--- src/rtl/multicycle_alu.sv ---
`default_nettype none
// ============================================================================
// Module      : multicycle_alu
// Description : ALU with a valid/ready handshake on both sides. Logic, add,
//               subtract and set-less-than finish in one cycle. Unsigned
//               multiply (shift-add) and unsigned divide (restoring) take
//               WIDTH cycles and share one WIDTH+1-bit adder.
// Revision    : 1.0 - initial release
// ============================================================================
module multicycle_alu #(
  parameter int WIDTH = 32
) (
  input  logic             clk,
  input  logic             rst,
  input  logic             in_valid,
  output logic             in_ready,
  input  logic [WIDTH-1:0] src1,
  input  logic [WIDTH-1:0] src2,
  input  logic [3:0]       alu_op,
  output logic             out_valid,
  input  logic             out_ready,
  output logic [WIDTH-1:0] result_lo,
  output logic [WIDTH-1:0] result_hi,
  output logic             zero,
  output logic             cout,
  output logic             overflow,
  output logic             div_zero,
  output logic             illegal_op
);

  localparam int CW = $clog2(WIDTH);
  localparam logic [CW-1:0] c_CNT_LAST = CW'(WIDTH - 1);

  localparam logic [3:0] c_OP_AND  = 4'b0000;
  localparam logic [3:0] c_OP_OR   = 4'b0001;
  localparam logic [3:0] c_OP_ADD  = 4'b0010;
  localparam logic [3:0] c_OP_SUB  = 4'b0110;
  localparam logic [3:0] c_OP_SLT  = 4'b0111;
  localparam logic [3:0] c_OP_NOR  = 4'b1100;
  localparam logic [3:0] c_OP_NAND = 4'b1101;
  localparam logic [3:0] c_OP_MULU = 4'b1000;
  localparam logic [3:0] c_OP_DIVU = 4'b1001;

  typedef enum logic [1:0] {
    IDLE = 2'd0,
    BUSY = 2'd1,
    DONE = 2'd2
  } state_t;

  state_t           state_q, state_d;
  logic [CW-1:0]    cnt_q, cnt_d;
  logic [3:0]       op_q, op_d;
  logic [WIDTH-1:0] b_q, b_d;      // multiplicand or divisor
  logic [WIDTH-1:0] hi_q, hi_d;    // partial product high half / remainder
  logic [WIDTH-1:0] lo_q, lo_d;    // multiplier bits / dividend then quotient
  logic [WIDTH-1:0] res_lo_q, res_lo_d;
  logic [WIDTH-1:0] res_hi_q, res_hi_d;
  logic             zero_q, zero_d;
  logic             cout_q, cout_d;
  logic             ovf_q, ovf_d;
  logic             dz_q, dz_d;
  logic             ill_q, ill_d;

  // Single-cycle datapath signals (computed straight from the inputs)
  logic             w_is_sub;
  logic [WIDTH:0]   w_as_sum;
  logic             w_ovf_add;
  logic             w_ovf_sub;
  logic             w_slt;
  logic [WIDTH-1:0] w_sc_lo;
  logic [WIDTH-1:0] w_sc_hi;
  logic             w_sc_cout;
  logic             w_sc_ovf;
  logic             w_sc_dz;
  logic             w_sc_ill;
  logic             w_multi;
  logic             w_accept;

  // Iterative datapath signals
  logic             w_mul;
  logic [WIDTH:0]   w_it_lhs;
  logic [WIDTH:0]   w_it_rhs;
  logic [WIDTH:0]   w_it_sum;
  logic [WIDTH:0]   w_mul_s;
  logic             w_div_ok;
  logic [WIDTH-1:0] w_hi_next;
  logic [WIDTH-1:0] w_lo_next;

  assign in_ready   = (state_q == IDLE) && !rst;
  assign out_valid  = (state_q == DONE);
  assign w_accept   = in_valid && in_ready;

  assign result_lo  = res_lo_q;
  assign result_hi  = res_hi_q;
  assign zero       = zero_q;
  assign cout       = cout_q;
  assign overflow   = ovf_q;
  assign div_zero   = dz_q;
  assign illegal_op = ill_q;

  // Add/subtract shared by ADD, SUB and SLT; SLT corrects the sign with overflow
  always_comb begin
    w_is_sub  = (alu_op == c_OP_SUB) || (alu_op == c_OP_SLT);
    w_as_sum  = {1'b0, src1} + {1'b0, (w_is_sub ? ~src2 : src2)}
              + {{WIDTH{1'b0}}, w_is_sub};
    w_ovf_add = (src1[WIDTH-1] == src2[WIDTH-1]) &&
                (w_as_sum[WIDTH-1] != src1[WIDTH-1]);
    w_ovf_sub = (src1[WIDTH-1] != src2[WIDTH-1]) &&
                (w_as_sum[WIDTH-1] != src1[WIDTH-1]);
    w_slt     = w_as_sum[WIDTH-1] ^ w_ovf_sub;
  end

  // Result and flags of any command that completes without iterating
  always_comb begin
    w_sc_lo   = '0;
    w_sc_hi   = '0;
    w_sc_cout = 1'b0;
    w_sc_ovf  = 1'b0;
    w_sc_dz   = 1'b0;
    w_sc_ill  = 1'b0;
    w_multi   = 1'b0;
    case (alu_op)
      c_OP_AND:  w_sc_lo = src1 & src2;
      c_OP_OR:   w_sc_lo = src1 | src2;
      c_OP_NOR:  w_sc_lo = ~(src1 | src2);
      c_OP_NAND: w_sc_lo = ~(src1 & src2);
      c_OP_ADD: begin
        w_sc_lo   = w_as_sum[WIDTH-1:0];
        w_sc_cout = w_as_sum[WIDTH];
        w_sc_ovf  = w_ovf_add;
      end
      c_OP_SUB: begin
        w_sc_lo   = w_as_sum[WIDTH-1:0];
        w_sc_cout = w_as_sum[WIDTH];
        w_sc_ovf  = w_ovf_sub;
      end
      c_OP_SLT:  w_sc_lo = {{(WIDTH-1){1'b0}}, w_slt};
      c_OP_MULU: w_multi = 1'b1;
      c_OP_DIVU: begin
        if (src2 == '0) begin
          w_sc_lo = '1;
          w_sc_hi = src1;
          w_sc_dz = 1'b1;
        end else begin
          w_multi = 1'b1;
        end
      end
      default:   w_sc_ill = 1'b1;
    endcase
  end

  // One iteration step; a single WIDTH+1-bit adder serves multiply and divide
  always_comb begin
    w_mul     = (op_q == c_OP_MULU);
    w_it_lhs  = w_mul ? {1'b0, hi_q} : {hi_q, lo_q[WIDTH-1]};
    w_it_rhs  = w_mul ? {1'b0, b_q} : ~{1'b0, b_q};
    w_it_sum  = w_it_lhs + w_it_rhs + {{WIDTH{1'b0}}, ~w_mul};
    // multiply: add the multiplicand when the current multiplier bit is set
    w_mul_s   = lo_q[0] ? w_it_sum : {1'b0, hi_q};
    // divide: top bit of the difference is the borrow (remainder < divisor)
    w_div_ok  = ~w_it_sum[WIDTH];
    if (w_mul) begin
      w_hi_next = w_mul_s[WIDTH:1];
      w_lo_next = {w_mul_s[0], lo_q[WIDTH-1:1]};
    end else begin
      w_hi_next = w_div_ok ? w_it_sum[WIDTH-1:0] : {hi_q[WIDTH-2:0], lo_q[WIDTH-1]};
      w_lo_next = {lo_q[WIDTH-2:0], w_div_ok};
    end
  end

  // Next-state and next-register logic for the control FSM and datapath
  always_comb begin
    state_d  = state_q;
    cnt_d    = cnt_q;
    op_d     = op_q;
    b_d      = b_q;
    hi_d     = hi_q;
    lo_d     = lo_q;
    res_lo_d = res_lo_q;
    res_hi_d = res_hi_q;
    zero_d   = zero_q;
    cout_d   = cout_q;
    ovf_d    = ovf_q;
    dz_d     = dz_q;
    ill_d    = ill_q;
    case (state_q)
      IDLE: begin
        if (w_accept) begin
          op_d  = alu_op;
          b_d   = src2;
          lo_d  = src1;
          hi_d  = '0;
          cnt_d = '0;
          if (w_multi) begin
            state_d = BUSY;
          end else begin
            state_d  = DONE;
            res_lo_d = w_sc_lo;
            res_hi_d = w_sc_hi;
            zero_d   = (w_sc_lo == '0);
            cout_d   = w_sc_cout;
            ovf_d    = w_sc_ovf;
            dz_d     = w_sc_dz;
            ill_d    = w_sc_ill;
          end
        end
      end
      BUSY: begin
        hi_d  = w_hi_next;
        lo_d  = w_lo_next;
        cnt_d = cnt_q + CW'(1);
        if (cnt_q == c_CNT_LAST) begin
          state_d  = DONE;
          cnt_d    = '0;
          res_lo_d = w_lo_next;
          res_hi_d = w_hi_next;
          zero_d   = (w_lo_next == '0);
          cout_d   = 1'b0;
          ovf_d    = 1'b0;
          dz_d     = 1'b0;
          ill_d    = 1'b0;
        end
      end
      DONE: begin
        if (out_ready) begin
          state_d = IDLE;
        end
      end
      default: state_d = IDLE;
    endcase
  end

  // State register
  always_ff @(posedge clk or posedge rst) begin
    if (rst) begin
      state_q <= IDLE;
    end else begin
      state_q <= state_d;
    end
  end

  // Datapath, counter and output registers
  always_ff @(posedge clk or posedge rst) begin
    if (rst) begin
      cnt_q    <= '0;
      op_q     <= '0;
      b_q      <= '0;
      hi_q     <= '0;
      lo_q     <= '0;
      res_lo_q <= '0;
      res_hi_q <= '0;
      zero_q   <= 1'b0;
      cout_q   <= 1'b0;
      ovf_q    <= 1'b0;
      dz_q     <= 1'b0;
      ill_q    <= 1'b0;
    end else begin
      cnt_q    <= cnt_d;
      op_q     <= op_d;
      b_q      <= b_d;
      hi_q     <= hi_d;
      lo_q     <= lo_d;
      res_lo_q <= res_lo_d;
      res_hi_q <= res_hi_d;
      zero_q   <= zero_d;
      cout_q   <= cout_d;
      ovf_q    <= ovf_d;
      dz_q     <= dz_d;
      ill_q    <= ill_d;
    end
  end

endmodule
`default_nettype wire

--- config.mk ---
export PLATFORM = sky130hd
export DESIGN_NAME = multicycle_alu
export DESIGN_NICKNAME = d
export VERILOG_FILES = /design/src/rtl/multicycle_alu.sv
export SDC_FILE = /design/constraint.sdc
export NUM_CORES = 1
export LEC_CHECK = 0
export BUFFER_PORTS_ARGS = -buffer_cell sky130_fd_sc_hd__buf_4
export CAP_MARGIN = 0
export CORE_UTILIZATION = 40
export DETAILED_ROUTE_END_ITERATION = 10
export PLACE_DENSITY_LB_ADDON = 0.12
export SYNTH_ARGS = -nofsm -noshare
export SYNTH_HDL_FRONTEND = slang
export SYNTH_SLANG_ARGS = --single-unit
--- constraint.sdc ---
create_clock -name clk -period 14.8 [get_ports clk]
set_input_delay 2.22 -clock clk [delete_from_list [all_inputs] [get_ports clk]]
set_output_delay 2.22 -clock clk [all_outputs]
set_load 0.02 [all_outputs]
==> impl_metrics.env <==
export IMPL_grt_util_all_layers_pct=29.9
export IMPL_leakage_nw=7.69
export IMPL_crit_type="input port to flip-flop"
export IMPL_grt_pass1_wl_um=87700
export IMPL_netlist_instances=1998
export IMPL_seq_area_frac_synth_pct=29.4
export IMPL_synth_avg_cell_area_sq_um=7.51
export IMPL_period_share_pct=45.5
export IMPL_fillerInstances=3797
export IMPL_design_area_sq_mm=0.0169
export IMPL_crit_path_start_kind="input port"
export IMPL_slew_violations=0
export IMPL_place_gp_congestion=0.912
export IMPL_status="completed"
export IMPL_num_antenna_cells=0
export IMPL_vdd_drop_max_uv=91.1
export IMPL_cts_made_buffers=17
export IMPL_vias_per_cell=6.00
export IMPL_drc=0
export IMPL_crit_cells=16
export IMPL_route_met2_wl_um=25100
export IMPL_port_buffer_count=142
export IMPL_wl_per_cell_um=22.6
export IMPL_grt_start_max_net_pins=102
export IMPL_critical_path_cell_chain="buf_4 > nand3b_1 > buf_4 > xnor2_1 > ha_1 > a21o_1 > a211oi_1 > a211oi_1 > a31oi_1 > nand4_1 > nor4b_1 > nand4b_1 > nor4_1 > nand4b_1 > or4_1 > o21ai_1"
export IMPL_period_needed_ps=6730
export IMPL_core_sq_mm=0.0368
export IMPL_slowest_stage="buf_4"
export IMPL_die_w_um=196
export IMPL_crit_required_ps=15170
export IMPL_dpl_cell_area_sq_mm=0.0163
export IMPL_arrival_ps=7100
export IMPL_worst_path_largest_cell_delay_ps=520
export IMPL_yosysTopAreaCell="dfrtp_1"
export IMPL_max_slew_worst_pin_slew_ps=1130
export IMPL_nets=2190
export IMPL_finClkSkew_ps=9.37
export IMPL_grt_pass1_vias=14300
export IMPL_drv_cap=0
export IMPL_cts_sinks=176
export IMPL_row_count=70
export IMPL_m1WireLength_um=27500
export IMPL_drive_gt1_share_pct=12.2
export IMPL_ys_warn_count=0
export IMPL_netlist_top_cells_area="dfrtp_1, nand2_1, ha_1"
export IMPL_setup_viol=0
export IMPL_power_density_mw_per_mm2=198
export IMPL_crit_buf_inv=2
export IMPL_clkLatencyLatePin_ps=440
export IMPL_vias=15200
export IMPL_die_area_sq_mm=0.0383
export IMPL_boundaryPins=143
export IMPL_grt_overflow=0
export IMPL_rr_worst_depth=16
export IMPL_clock_path_buffers=2
export IMPL_cts_resized=0
export IMPL_area_growth_pct=12.9
export IMPL_synth_area_sq_mm=0.0150
export IMPL_firstDrtPassIters=7
export IMPL_cts_tree="yes"
export IMPL_h_tree_depth=4
export IMPL_path_clk_slew_ps=70
export IMPL_synthFlopType="dfrtp_1"
export IMPL_crit_family="simple AND/OR/NAND/NOR gates"
export IMPL_route_antenna_remaining_nets=0
export IMPL_synth_top_area_share_pct=29.4
export IMPL_fmax_ghz=0.149
export IMPL_finalNonFillerCells=2528
export IMPL_syn_nets=2141
export IMPL_route_top_layer_used="met4"
export IMPL_antenna_found_initial=0
export IMPL_die_h_um=196
export IMPL_dp_cells=2496
export IMPL_first_iter_violations=1184
export IMPL_hpwl_um=42600
export IMPL_pre_cts_ws_ps=7670
export IMPL_tns_ps=0
export IMPL_relSlewSlack_pct=24.9
export IMPL_fin_ws_ps=8070
export IMPL_timing_hold_worst_path_depth=2
export IMPL_routed_wl_um=57200
export IMPL_crit_path_max_fanout=66
export IMPL_async_reset_ff_share_pct=100
export IMPL_end_kind="flip-flop"
export IMPL_cts_root_buf="clkbuf_16"
export IMPL_wl_met3_um=3350
export IMPL_hold_viol=0
export IMPL_hold_class="flip-flop to flip-flop"
export IMPL_rsz0062_at_grt="false"
export IMPL_synth_cell_types=86
export IMPL_synth_edf_count=0
export IMPL_cts_setup_buffers=0
export IMPL_yosys_register_bits=176
export IMPL_start_util_pct=40.8
export IMPL_postCtsHoldBufs=0
-- synthesized netlist by cell type (4+ instances only) --
cell type	instances
a22oi_1	5
o21ai_1	22
buf_1	17
a221oi_2	6
o32ai_1	4
nor2_1	106
clkbuf_1	101
mux2_2	15
buf_2	12
a21o_1	39
xor2_1	19
ha_1	69
a211o_1	6
o221ai_1	4
o21bai_1	6
and2_1	8
o21a_1	7
nand4_1	14
a21oi_1	164
a31oi_1	38
a21boi_0	17
xnor2_1	94
o31ai_1	14
nand4b_1	5
dfrtp_1	176
o21ai_0	121
a221oi_1	10
o211ai_1	29
or2_2	5
nand2_1	509
mux2i_1	56
a22o_1	7
nand2b_1	12
o22ai_1	6
nor4_1	23
and3_1	19
or4_1	5
a211oi_1	42
nor3_1	36
nor2b_1	10
a221o_1	4
nand3_1	38
inv_1	33
-- cells in the final DEF (no fill, tap or decap), types with 15 or more instances in the layout --
master	instances
nor2_1	103
mux2i_1	56
a21boi_0	17
o21ai_1	21
a211oi_1	42
ha_1	69
buf_4	163
nand2_1	508
nor3_1	36
xor2_1	19
inv_1	32
dfrtp_1	176
nand3_1	38
a21oi_1	163
mux2_2	15
xnor2_1	94
clkbuf_16	17
a31oi_1	38
nor4_1	22
o211ai_1	29
a21o_1	38
and3_1	19
o21ai_0	121
-- worst paths after layout --
kind                                            from                        end  slack, ps
setup / recovery                           alu_op[3]           zero$_DFFE_PP0P_       8070
hold / removal             result_hi[15]$_DFFE_PP0P_  result_hi[15]$_DFFE_PP0P_        480
setup reg to reg                 op_q[0]$_DFFE_PP0P_  result_hi[20]$_DFFE_PP0P_       8250
hold reg to reg            result_hi[15]$_DFFE_PP0P_  result_hi[15]$_DFFE_PP0P_        480
max in group asynchronous                        rst       hi_q[10]$_DFFE_PP0P_      11360
min in group asynchronous                        rst       overflow$_DFFE_PP0P_       1870
-- logic make-up (layout without fill, tap and decap cells) --
kind of cell	count (synthesis)	in the layout	synth area share, %
and+or+nand+nor	809	809	23.3
buffers and inverters	167	229	4.40
xor gates and xnor gates	114	114	6.71
adders and majority gates	71	71	6.02
muxes	73	73	5.05
AOI/OAI and AO/OA	588	588	25.2
DFF	176	176	29.4
-- flip-flops by register name, indices dropped and copies added, names as in the netlist, 2 cells and up --
| name | cells |
|---|---|
| result_lo | 32 |
| state_q | 2 |
| lo_q | 32 |
| cnt_q | 5 |
| b_q | 32 |
| op_q | 4 |
| hi_q | 32 |
| result_hi | 32 |
-- worst register-to-register path: cells and delay by family, from the launching register on --
| kind | cells | cell delay (ps) |
|---|---|---|
| buf+inv | 2 | 1350 |
| flops | 1 | 410 |
| simple gates | 2 | 1220 |
| fa+ha+maj | 1 | 400 |
| mux | 2 | 680 |
| compound gates | 9 | 2410 |
-- final cells by class --
type	instances	area [sq um]	area share [%]
repair buffers	163	1220	7.23
flip-flops and latches	176	4400	26.0
inverters	34	135	0.798
clock buffers	18	429	2.53
well taps	468	586	3.46
clock inverters	14	158	0.931
multi-input cells	1655	10000	59.0
-- power by group --
group / switching [mW] / internal [mW]
Sequential: 0.194 / 0.667
Combinational: 1.25 / 0.783
Clock: 0.214 / 0.252
Total: 1.66 / 1.70
-- per-stage QoR --
step | util, % | hold slack [ps] | power, mW
3_3_place_gp | 44.4 | 462 | 2.85
2_1_floorplan | - | 450 | 2.28
6_report | 46.0 | 479 | 3.36
4_1_cts | 46.0 | 488 | 3.35
3_5_place_dp | 44.4 | 472 | 2.87
5_1_grt | 46.0 | 496 | 3.61
-- per-layer routing --
metal,GRT usage [%],vias up
li1,-,7194
met4,8.22,0
met5,0,-
met2,45.7,526
met3,3.09,67
met1,44.5,7377
Note: power is estimated with default switching activity, not from simulation.
